### config.mk
export PLATFORM = sky130hd
export DESIGN_NAME = dist_ram_fifo
export DESIGN_NICKNAME = d
export VERILOG_FILES = /design/src/rtl/dist_ram_fifo_pkg.sv /design/src/rtl/dist_ram_fifo_ptr_ctrl.sv /design/src/rtl/dist_ram_fifo.sv
export SDC_FILE = /design/constraint.sdc
export NUM_CORES = 1
export LEC_CHECK = 0
export BUFFER_PORTS_ARGS = -buffer_cell sky130_fd_sc_hd__buf_4
export CORE_MARGIN = 2
export CORE_UTILIZATION = 30
export DETAILED_ROUTE_END_ITERATION = 16
export PLACE_DENSITY = 0.42
export REMOVE_ABC_BUFFERS = 1
export SETUP_SLACK_MARGIN = 0.4
export SYNTH_ARGS = -nofsm -noshare
export SYNTH_HDL_FRONTEND = slang
export SYNTH_SLANG_ARGS = --single-unit
### constraint.sdc
create_clock -name i_clk -period 6.4 [get_ports i_clk]
set_input_delay 1.28 -clock i_clk [delete_from_list [all_inputs] [get_ports i_clk]]
set_output_delay 1.28 -clock i_clk [all_outputs]
set_load 0.1 [all_outputs]
### src/rtl/dist_ram_fifo_pkg.sv
// Shared helpers for the distributed-RAM FWFT FIFO.
// Pointer sizing, count type and almost-full threshold validation.
package dist_ram_fifo_pkg;

  localparam int DEF_DATA_WIDTH = 32;
  localparam int DEF_ADDR_WIDTH = 4;

  typedef enum logic [1:0] {
    OP_IDLE = 2'b00,
    OP_POP  = 2'b01,
    OP_PUSH = 2'b10,
    OP_BOTH = 2'b11
  } op_e;

  // Occupancy of the default configuration, 0..depth.
  typedef logic [DEF_ADDR_WIDTH:0] count_t;

  function automatic int ptr_width(input int aw);
    return aw + 1;
  endfunction

  // A depth-1 FIFO still needs a one-bit storage index.
  function automatic int idx_width(input int aw);
    return (aw > 0) ? aw : 1;
  endfunction

  function automatic int depth_of(input int aw);
    return 1 << aw;
  endfunction

  function automatic bit thr_valid(input int thr, input int aw);
    return (thr > 0) && (thr <= depth_of(aw));
  endfunction

endpackage

### src/rtl/dist_ram_fifo_ptr_ctrl.sv
// Read/write pointers, occupancy and status flags for dist_ram_fifo.
// Almost-full flag only with DIST_RAM_FIFO_ALMOST_FULL_EN.
module fifo_ptr_ctrl
  import dist_ram_fifo_pkg::*;
#(
  parameter int ADDR_WIDTH = DEF_ADDR_WIDTH
`ifdef DIST_RAM_FIFO_ALMOST_FULL_EN
  ,parameter int ALMOST_FULL_THRESHOLD = (2**ADDR_WIDTH) - 2
`endif
) (
  input  logic clk,
  input  logic rst_n,
  input  logic flush,
  input  logic push_req,
  input  logic pop_req,
  output logic wr_en,
  output logic [idx_width(ADDR_WIDTH)-1:0] wr_idx,
  output logic [idx_width(ADDR_WIDTH)-1:0] rd_idx,
  output logic [ADDR_WIDTH:0] count,
  output logic full,
  output logic empty
`ifdef DIST_RAM_FIFO_ALMOST_FULL_EN
  ,output logic almost_full
`endif
);

  localparam int PW = ptr_width(ADDR_WIDTH);
  localparam int IW = idx_width(ADDR_WIDTH);
  localparam logic [PW-1:0] DEPTH_C = PW'(depth_of(ADDR_WIDTH));

  logic [PW-1:0] wr_ptr;
  logic [PW-1:0] rd_ptr;
  logic [PW-1:0] wr_nxt;
  logic [PW-1:0] rd_nxt;
  logic push;
  logic pop;
  op_e op;

  assign count = wr_ptr - rd_ptr;
  assign full  = (count == DEPTH_C);
  assign empty = (wr_ptr == rd_ptr);

  assign push  = push_req && !full;
  assign pop   = pop_req && !empty;
  assign wr_en = push && !flush;

  assign wr_idx = (ADDR_WIDTH > 0) ? wr_ptr[IW-1:0] : '0;
  assign rd_idx = (ADDR_WIDTH > 0) ? rd_ptr[IW-1:0] : '0;

  always_comb begin
    op     = op_e'({push, pop});
    wr_nxt = wr_ptr;
    rd_nxt = rd_ptr;
    if (flush) begin
      wr_nxt = '0;
      rd_nxt = '0;
    end else begin
      unique case (op)
        OP_IDLE: ;
        OP_POP:  rd_nxt = rd_ptr + 1'b1;
        OP_PUSH: wr_nxt = wr_ptr + 1'b1;
        OP_BOTH: begin
          wr_nxt = wr_ptr + 1'b1;
          rd_nxt = rd_ptr + 1'b1;
        end
        default: ;
      endcase
    end
  end

  always_ff @(posedge clk or negedge rst_n) begin
    if (!rst_n) begin
      wr_ptr <= '0;
      rd_ptr <= '0;
    end else begin
      wr_ptr <= wr_nxt;
      rd_ptr <= rd_nxt;
    end
  end

`ifdef DIST_RAM_FIFO_ALMOST_FULL_EN
  if (!thr_valid(ALMOST_FULL_THRESHOLD, ADDR_WIDTH)) begin : g_bad_thr
    $error("ALMOST_FULL_THRESHOLD must be in 1..2**ADDR_WIDTH");
  end

  assign almost_full = (int'(count) >= ALMOST_FULL_THRESHOLD);
`endif

endmodule

### src/rtl/dist_ram_fifo.sv
// First-word-fall-through FIFO on distributed RAM with valid/ready ports.
// Define DIST_RAM_FIFO_ALMOST_FULL_EN to add o_almost_full.
module dist_ram_fifo
  import dist_ram_fifo_pkg::*;
#(
  parameter int DATA_WIDTH = DEF_DATA_WIDTH,
  parameter int ADDR_WIDTH = DEF_ADDR_WIDTH
`ifdef DIST_RAM_FIFO_ALMOST_FULL_EN
  ,parameter int ALMOST_FULL_THRESHOLD = (2**ADDR_WIDTH) - 2
`endif
) (
  input  logic i_clk,
  input  logic i_rst_n,
  input  logic i_flush,
  input  logic i_wr_valid,
  output logic o_wr_ready,
  input  logic [DATA_WIDTH-1:0] i_wr_data,
  output logic o_rd_valid,
  input  logic i_rd_ready,
  output logic [DATA_WIDTH-1:0] o_rd_data,
  output logic [ADDR_WIDTH:0] o_count,
  output logic o_full,
  output logic o_empty
`ifdef DIST_RAM_FIFO_ALMOST_FULL_EN
  ,output logic o_almost_full
`endif
);

  localparam int IW    = idx_width(ADDR_WIDTH);
  localparam int DEPTH = depth_of(ADDR_WIDTH);

  logic wr_en;
  logic [IW-1:0] wr_idx;
  logic [IW-1:0] rd_idx;

  // Contents are never reset; they only start known at power-up.
  logic [DATA_WIDTH-1:0] mem [DEPTH] = '{default: '0};

  fifo_ptr_ctrl #(
    .ADDR_WIDTH(ADDR_WIDTH)
`ifdef DIST_RAM_FIFO_ALMOST_FULL_EN
    ,.ALMOST_FULL_THRESHOLD(ALMOST_FULL_THRESHOLD)
`endif
  ) u_ptr (
    .clk(i_clk),
    .rst_n(i_rst_n),
    .flush(i_flush),
    .push_req(i_wr_valid),
    .pop_req(i_rd_ready),
    .wr_en(wr_en),
    .wr_idx(wr_idx),
    .rd_idx(rd_idx),
    .count(o_count),
    .full(o_full),
    .empty(o_empty)
`ifdef DIST_RAM_FIFO_ALMOST_FULL_EN
    ,.almost_full(o_almost_full)
`endif
  );

  always_ff @(posedge i_clk) begin
    if (wr_en) begin
      mem[wr_idx] <= i_wr_data;
    end
  end

  assign o_rd_data  = mem[rd_idx];
  assign o_wr_ready = !o_full;
  assign o_rd_valid = !o_empty;

endmodule

**Yosys cells after proc, flatten, opt, wreduce, memory -nomap -nowiden**

Memory sizes are Yosys's and may differ from the RTL's.
Cells that the tools add are included.

- Eq/ne operators: 5
- Reductions and logical operators: 10
- $add $sub $neg: 3
- Mux-type cells: 6

Operator list:

| cell | count |
|---|---|
| $mux 5 | 4 |
| $add 5x1->5 const B | 2 |
| $eq 5x5->1 | 1 |
| $eq 5x5->1 const B | 1 |
| $sub 5x5->5 | 1 |
| $eq 2x2->1 const B | 2 |
| $reduce_bool 2->1 | 2 |
| $reduce_or 2->1 | 2 |
| $logic_and 1x1->1 | 3 |
| $logic_not 1->1 | 3 |
| $eq 2x1->1 const B | 1 |
| $mux 1 | 2 |

- Input port bits: 37
- RAM bits: 512
- Register bits after elaboration: 10
- Memories: 1

Memory list:

| memory | depth | width | read ports | clocked after memory_dff | wr ports | line | RTL |
|---|---|---|---|---|---|---|---|
| mem | 16 | 32 | 1 | 0 | 1 | dist_ram_fifo.sv:37 | `logic [DATA_WIDTH-1:0] mem [DEPTH] = '{default: '0};` |

**Depth between registers and ports, before layout**

- Depth in word-level cells: 8
- Mapped depth: 10
- Gate-level depth less buffers: 10

**Cells and area by module**

Synthesis repeated with hierarchy kept, for this count alone.

- Cells, all modules: 894
- Area, all modules: 19970.4 um^2

Modules (own cells, without submodules):

| module | instances | cells an instance | area an instance (um^2) |
|---|---|---|---|
| dist_ram_fifo | 1 | 808 | 19203.4 |
| fifo_ptr_ctrl | 1 | 86 | 767.0 |

**Worst setup path before layout**

Ideal clock, no wire load.

- Path kind: register to register
- Start: reg u_ptr.rd_ptr[1]
- End: mem mem[1][0] (netlist bit), enable pin
- Cell stages (with the launch flop): 11
- Period minus slack after synthesis: 7.423 ns
- Data arrival time: 6.962 ns
- Path slack: -1.023 ns
- Path buffers: 2
- Library setup time: 0.461 ns
- Cell sequence: dfrtp_1 > clkbuf_1 > clkbuf_1 > inv_1 > fa_1 > xor2_1 > nor3_1 > o2111a_1 > inv_2 > nand3b_1 > nor3_1

- Word-level cells in the longest chain between the ends: 7

RTL lines:

| element | line | RTL |
|---|---|---|
| start, declared | dist_ram_fifo_ptr_ctrl.sv:32 | `logic [PW-1:0] rd_ptr;` |
| start signal, assigned | dist_ram_fifo_ptr_ctrl.sv:77 | `rd_ptr <= rd_nxt;` |
| $sub 5x5->5 | dist_ram_fifo_ptr_ctrl.sv:39 | `assign count = wr_ptr - rd_ptr;` |
| net o_count[2] | dist_ram_fifo.sv:21 | `output logic [ADDR_WIDTH:0] o_count,` |
| $eq 5x5->1 | dist_ram_fifo_ptr_ctrl.sv:40 | `assign full = (count == DEPTH_C);` |
| net o_full | dist_ram_fifo.sv:22 | `output logic o_full,` |
| $logic_not 1->1 | - |  |
| net o_wr_ready | dist_ram_fifo.sv:16 | `output logic o_wr_ready,` |
| $logic_and 1x1->1 | dist_ram_fifo_ptr_ctrl.sv:43 | `assign push = push_req && !full;` |
| $logic_and 1x1->1 | dist_ram_fifo_ptr_ctrl.sv:45 | `assign wr_en = push && !flush;` |
| $mux 1 | dist_ram_fifo.sv:62 | `if (wr_en) begin` |
| $mux 1 (not written as such) | dist_ram_fifo.sv:63 | `mem[wr_idx] <= i_wr_data;` |
| end, declared | dist_ram_fifo.sv:37 |  |

The timed path passes the listed nets, and every way through them passes these cells.

**Worst setup path in the final report**

- Start: reg u_ptr.rd_ptr[0]
- End: out o_rd_data[11]

- Word-level cells in the longest chain between the ends: 1

RTL lines:

| element | line | RTL |
|---|---|---|
| $mem_v2 16x32 | - |  |
| end, declared | dist_ram_fifo.sv:20 | `output logic [DATA_WIDTH-1:0] o_rd_data,` |

Every way passes these cells.

==> reports/results.txt <==
The flow ran to the end, and the final reports show no timing, DRC or antenna violations. In this run the tool buffered the top-level ports with 77 buffer cells. At the end of the flow, the number of nets in the layout was 986. Across the run, the number of max-cap violations was 0. The placed instance area was 0.02180 sq mm.

The tools report the initial antenna violation count as 2. The die is 262.5 microns wide. TritonCTS built the clock tree. The routed wirelength normalized by instance count was 25.73 microns; the maximum vdd ir drop was 0.0004894 V.

The final wirelength was 47.58 mm; the final-layout fill cell count was 6006. The tree is rooted in a sky130_fd_sc_hd__clkbuf_16. The launching point of the worst reg2reg path is u_ptr.rd_ptr[1]$_DFFE_PN0P_. Leaving out filler cells and counting taps, the final layout contains 1849. The worst setup path is captured at an output pin. In the routed layout, each cell is associated on average with a via count of 4.777. The logs give 0 for the total DRC errors in the routed layout and 21.91% for the fraction of met2 tracks used by global routing. The area share of the largest cell type after synthesis was 76.67%; the worst path arrival time was 3760 ps. The total setup violations reported at the end of the flow is 0. Post-detailed-placement half-perimeter wirelength: 23.87 mm. The largest total area in the synthesized netlist belongs to sky130_fd_sc_hd__edfxtp_1. In this run the cell area of the synthesized design comes to 0.02005 sq mm. The die covers 0.06893 sq mm. The design draws 9.072 mW. Post-cts resize count: 0. At the placement stage, the worst setup path has a slack of 1816 ps. The launching instance or port of the critical path was u_ptr.rd_ptr[0]$_DFFE_PN0P_.

The initial utilization of the core area, before any placement, comes to 30.39%. Across the whole layout, storage elements account for 0.01563 sq mm. The count of TritonRoute iterations in the first routing pass is 7, and the synthesis-stage register bit count is 522. The clock network latency to the later pin of the worst-skew pair is 610 ps, and the summed area of non-filler cells in the final layout is 0.02355 sq mm. Number of failing hold endpoints at the final stage: 0. Last weighted congestion value of the routability-driven placer: 0.7268.

Summed over all failing endpoints, the final setup total negative slack is 0 ps. The total congestion overflow after global routing was 0. The multi-input combinational cells in the finished layout cover a total of 0.004255 sq mm. After layout, the worst path uses 78.80% of the clock period.

For the final database, setup skew stands at 13.19 ps. The maximum number of pins on one net before global-route repair is 102. For the number of global-route vias before repair, the log shows 9556. Height of the die: 262.5 microns. The cell with the largest stage delay on the worst path is sky130_fd_sc_hd__dfrtp_4. In this run the power density over the cells is 385.2 mW/mm^2. For the pin with the worst max-slew slack, the measured transition is 1013 ps. 78 I/O pins were placed. Synthesis produced 817 cells. Data on the critical path is required at its endpoint by 5120 ps. The worst path in the final design needs a cycle of 5043 ps, including I/O delays and setup. After synthesis, the cell types taking the most area are sky130_fd_sc_hd__edfxtp_1, sky130_fd_sc_hd__mux4_2, sky130_fd_sc_hd__dfrtp_1. The share of the Yosys chip area taken by registers is 77.92%. The layer flagged by global routing as most heavily used is met2. The category of cells accounting for the largest share of critical-path delay is multiplexers. The global-route track usage on met1 came out at 20.09%. Based on the critical path, the design can be clocked at up to 0.1983 GHz.

For this run, global-route usage on met3 was measured as 2.699%. The critical path goes through buf_12, mux4_2, mux4_2, buf_4. The logs give 32.30% for the worst max-slew margin expressed relative to the limit and 57 for the TritonCTS buffer count. The H-tree was split into 2 levels.

The total area inside the core boundary comes to 0.06598 sq mm. The detailed router placed 8833 vias in this run. The cell type with the highest occurrence count on the critical path is sky130_fd_sc_hd__mux4_2. The standby leakage power was 7.235 nW; the worst setup slack after layout was 1357 ps. The run gives 94 as the number of placement rows. The area overhead of the layout relative to synthesis is 17.44%. The logs give 0 for the number of max-slew violations in the final report and 0 for the number of synthesis warnings.

The total routing usage reported by global routing was 13.96%; the layout cell share with drive strength beyond 1 was 36.04%. The classification of the worst setup path was flip-flop to output pin. In this run the deepest clock path goes through 3 buffers.

The path type of the worst min-delay path is input pin to async pin. The tightest hold path in the finished design has a slack of 506.0 ps. For the number of distinct library cells after synthesis, the log shows 31. Measured on the finished design, the core utilization comes to 35.69%. Clock-pin slew was measured on the worst setup and hold paths at 60 ps. The number of post-CTS setup repair buffers was 0; the buffer and inverter count on the worst path was 2. Setup repair after global routing left no endpoint under its margin.

The maximum cell stage delay along the critical path came out at 880 ps. The count of clock tree sinks is 522, and the iteration-0 DRC count of the detailed router is 624. The post-detailed-route count of antenna-violating nets came out at 0. Type of element launching the critical path: a flip-flop. The cell count after placement was 1744; the number of hold buffers added after CTS was 0. The first global-routing pass estimated 69.43 mm of wire. The maximum fanout along the worst path works out to 101. The average footprint of a synthesized cell was 24.54 sq um; the final antenna diode count was 0.
## per-layer routing
metal,wire length (microns),part of all wire [%],vias to the layer above
li1,-,-,3770
met1,22410,47,4818
met2,22310,47,176
met3,1965,4.1,65
met4,874,1.8,4
met5,27,0.057,-
## kinds of logic after synthesis
group	count (synthesis)	share of synthesized area, %
compound gates	15	0.4680
xor+xnor	6	0.2621
fa+ha+maj	10	0.6614
buf+inv	49	1.360
flops	522	77.92
mux	161	18.03
simple gates	54	1.304
## layout by cell type (no fill, tap or decap), drive strengths merged, types with 6 or more instances in the layout
cell / Yosys / final
buf: 25 / 102
clkinv: 0 / 21
nor2: 17 / 17
nand2: 8 / 8
inv: 10 / 11
clkbuf: 14 / 80
a21oi: 7 / 7
mux4: 160 / 160
nor3: 9 / 9
nand3: 6 / 6
edfxtp: 512 / 512
ha: 9 / 9
dfrtp: 10 / 10
## area by class of cell
type	instances	area share [%]
Clock buffer	80	6.604
Sequential cell	522	66.38
Tap cell	864	4.590
Timing Repair Buffer	102	3.358
Inverter	10	0.1647
Clock inverter	25	0.8288
Multi-Input combinational cell	246	18.07
## where the power goes
| part | total, mW | switching, mW | leakage (nW) | internal (mW) |
|---|---|---|---|---|
| Clock | 3.11 | 1.31 | 0.851 | 1.81 |
| Sequential | 3.89 | 0.0859 | 4.74 | 3.81 |
| Combinational | 2.07 | 1.32 | 1.64 | 0.742 |
## synth_stat cells
cell / instances
sky130_fd_sc_hd__inv_2: 2
sky130_fd_sc_hd__nand3b_1: 2
sky130_fd_sc_hd__edfxtp_1: 512
sky130_fd_sc_hd__o21a_1: 1
sky130_fd_sc_hd__and3b_1: 1
sky130_fd_sc_hd__or2_2: 1
sky130_fd_sc_hd__a21oi_1: 7
sky130_fd_sc_hd__buf_6: 11
sky130_fd_sc_hd__nor3_1: 9
sky130_fd_sc_hd__nand2_1: 8
sky130_fd_sc_hd__ha_1: 9
sky130_fd_sc_hd__buf_2: 5
sky130_fd_sc_hd__a21boi_1: 1
sky130_fd_sc_hd__xnor2_1: 3
sky130_fd_sc_hd__mux4_2: 160
sky130_fd_sc_hd__nand2b_1: 2
sky130_fd_sc_hd__a21o_1: 3
sky130_fd_sc_hd__and2_1: 2
sky130_fd_sc_hd__nor2_1: 17
sky130_fd_sc_hd__o2111a_1: 1
sky130_fd_sc_hd__mux2_1: 1
sky130_fd_sc_hd__nand3_1: 6
sky130_fd_sc_hd__nand4_1: 4
sky130_fd_sc_hd__xor2_1: 3
sky130_fd_sc_hd__clkbuf_1: 14
sky130_fd_sc_hd__inv_1: 8
sky130_fd_sc_hd__dfrtp_1: 10
sky130_fd_sc_hd__fa_1: 1
sky130_fd_sc_hd__or3_1: 2
sky130_fd_sc_hd__o21ai_0: 2
sky130_fd_sc_hd__buf_1: 9
## final timing paths
path                            slack [ps]                     endpoint  cells past startpoint
worst max-delay path                  1360                o_rd_data[11]                      4
worst min-delay path                   510  u_ptr.rd_ptr[4]$_DFFE_PN0P_                      1
worst max register to register        1920         mem[4][20]$_DFFE_PP_                      9
worst min register to register         570  u_ptr.rd_ptr[4]$_DFFE_PN0P_                      2
max in group asynchronous             5720  u_ptr.rd_ptr[0]$_DFFE_PN0P_                      1
min in group i_clk                     570  u_ptr.rd_ptr[4]$_DFFE_PN0P_                      2
## registers in the layout, indices dropped and copies added, names as in the netlist
register	cells
u_ptr.wr_ptr	5
mem	512
u_ptr.rd_ptr	5
No activity file was read; power rests on OpenSTA's default activity.
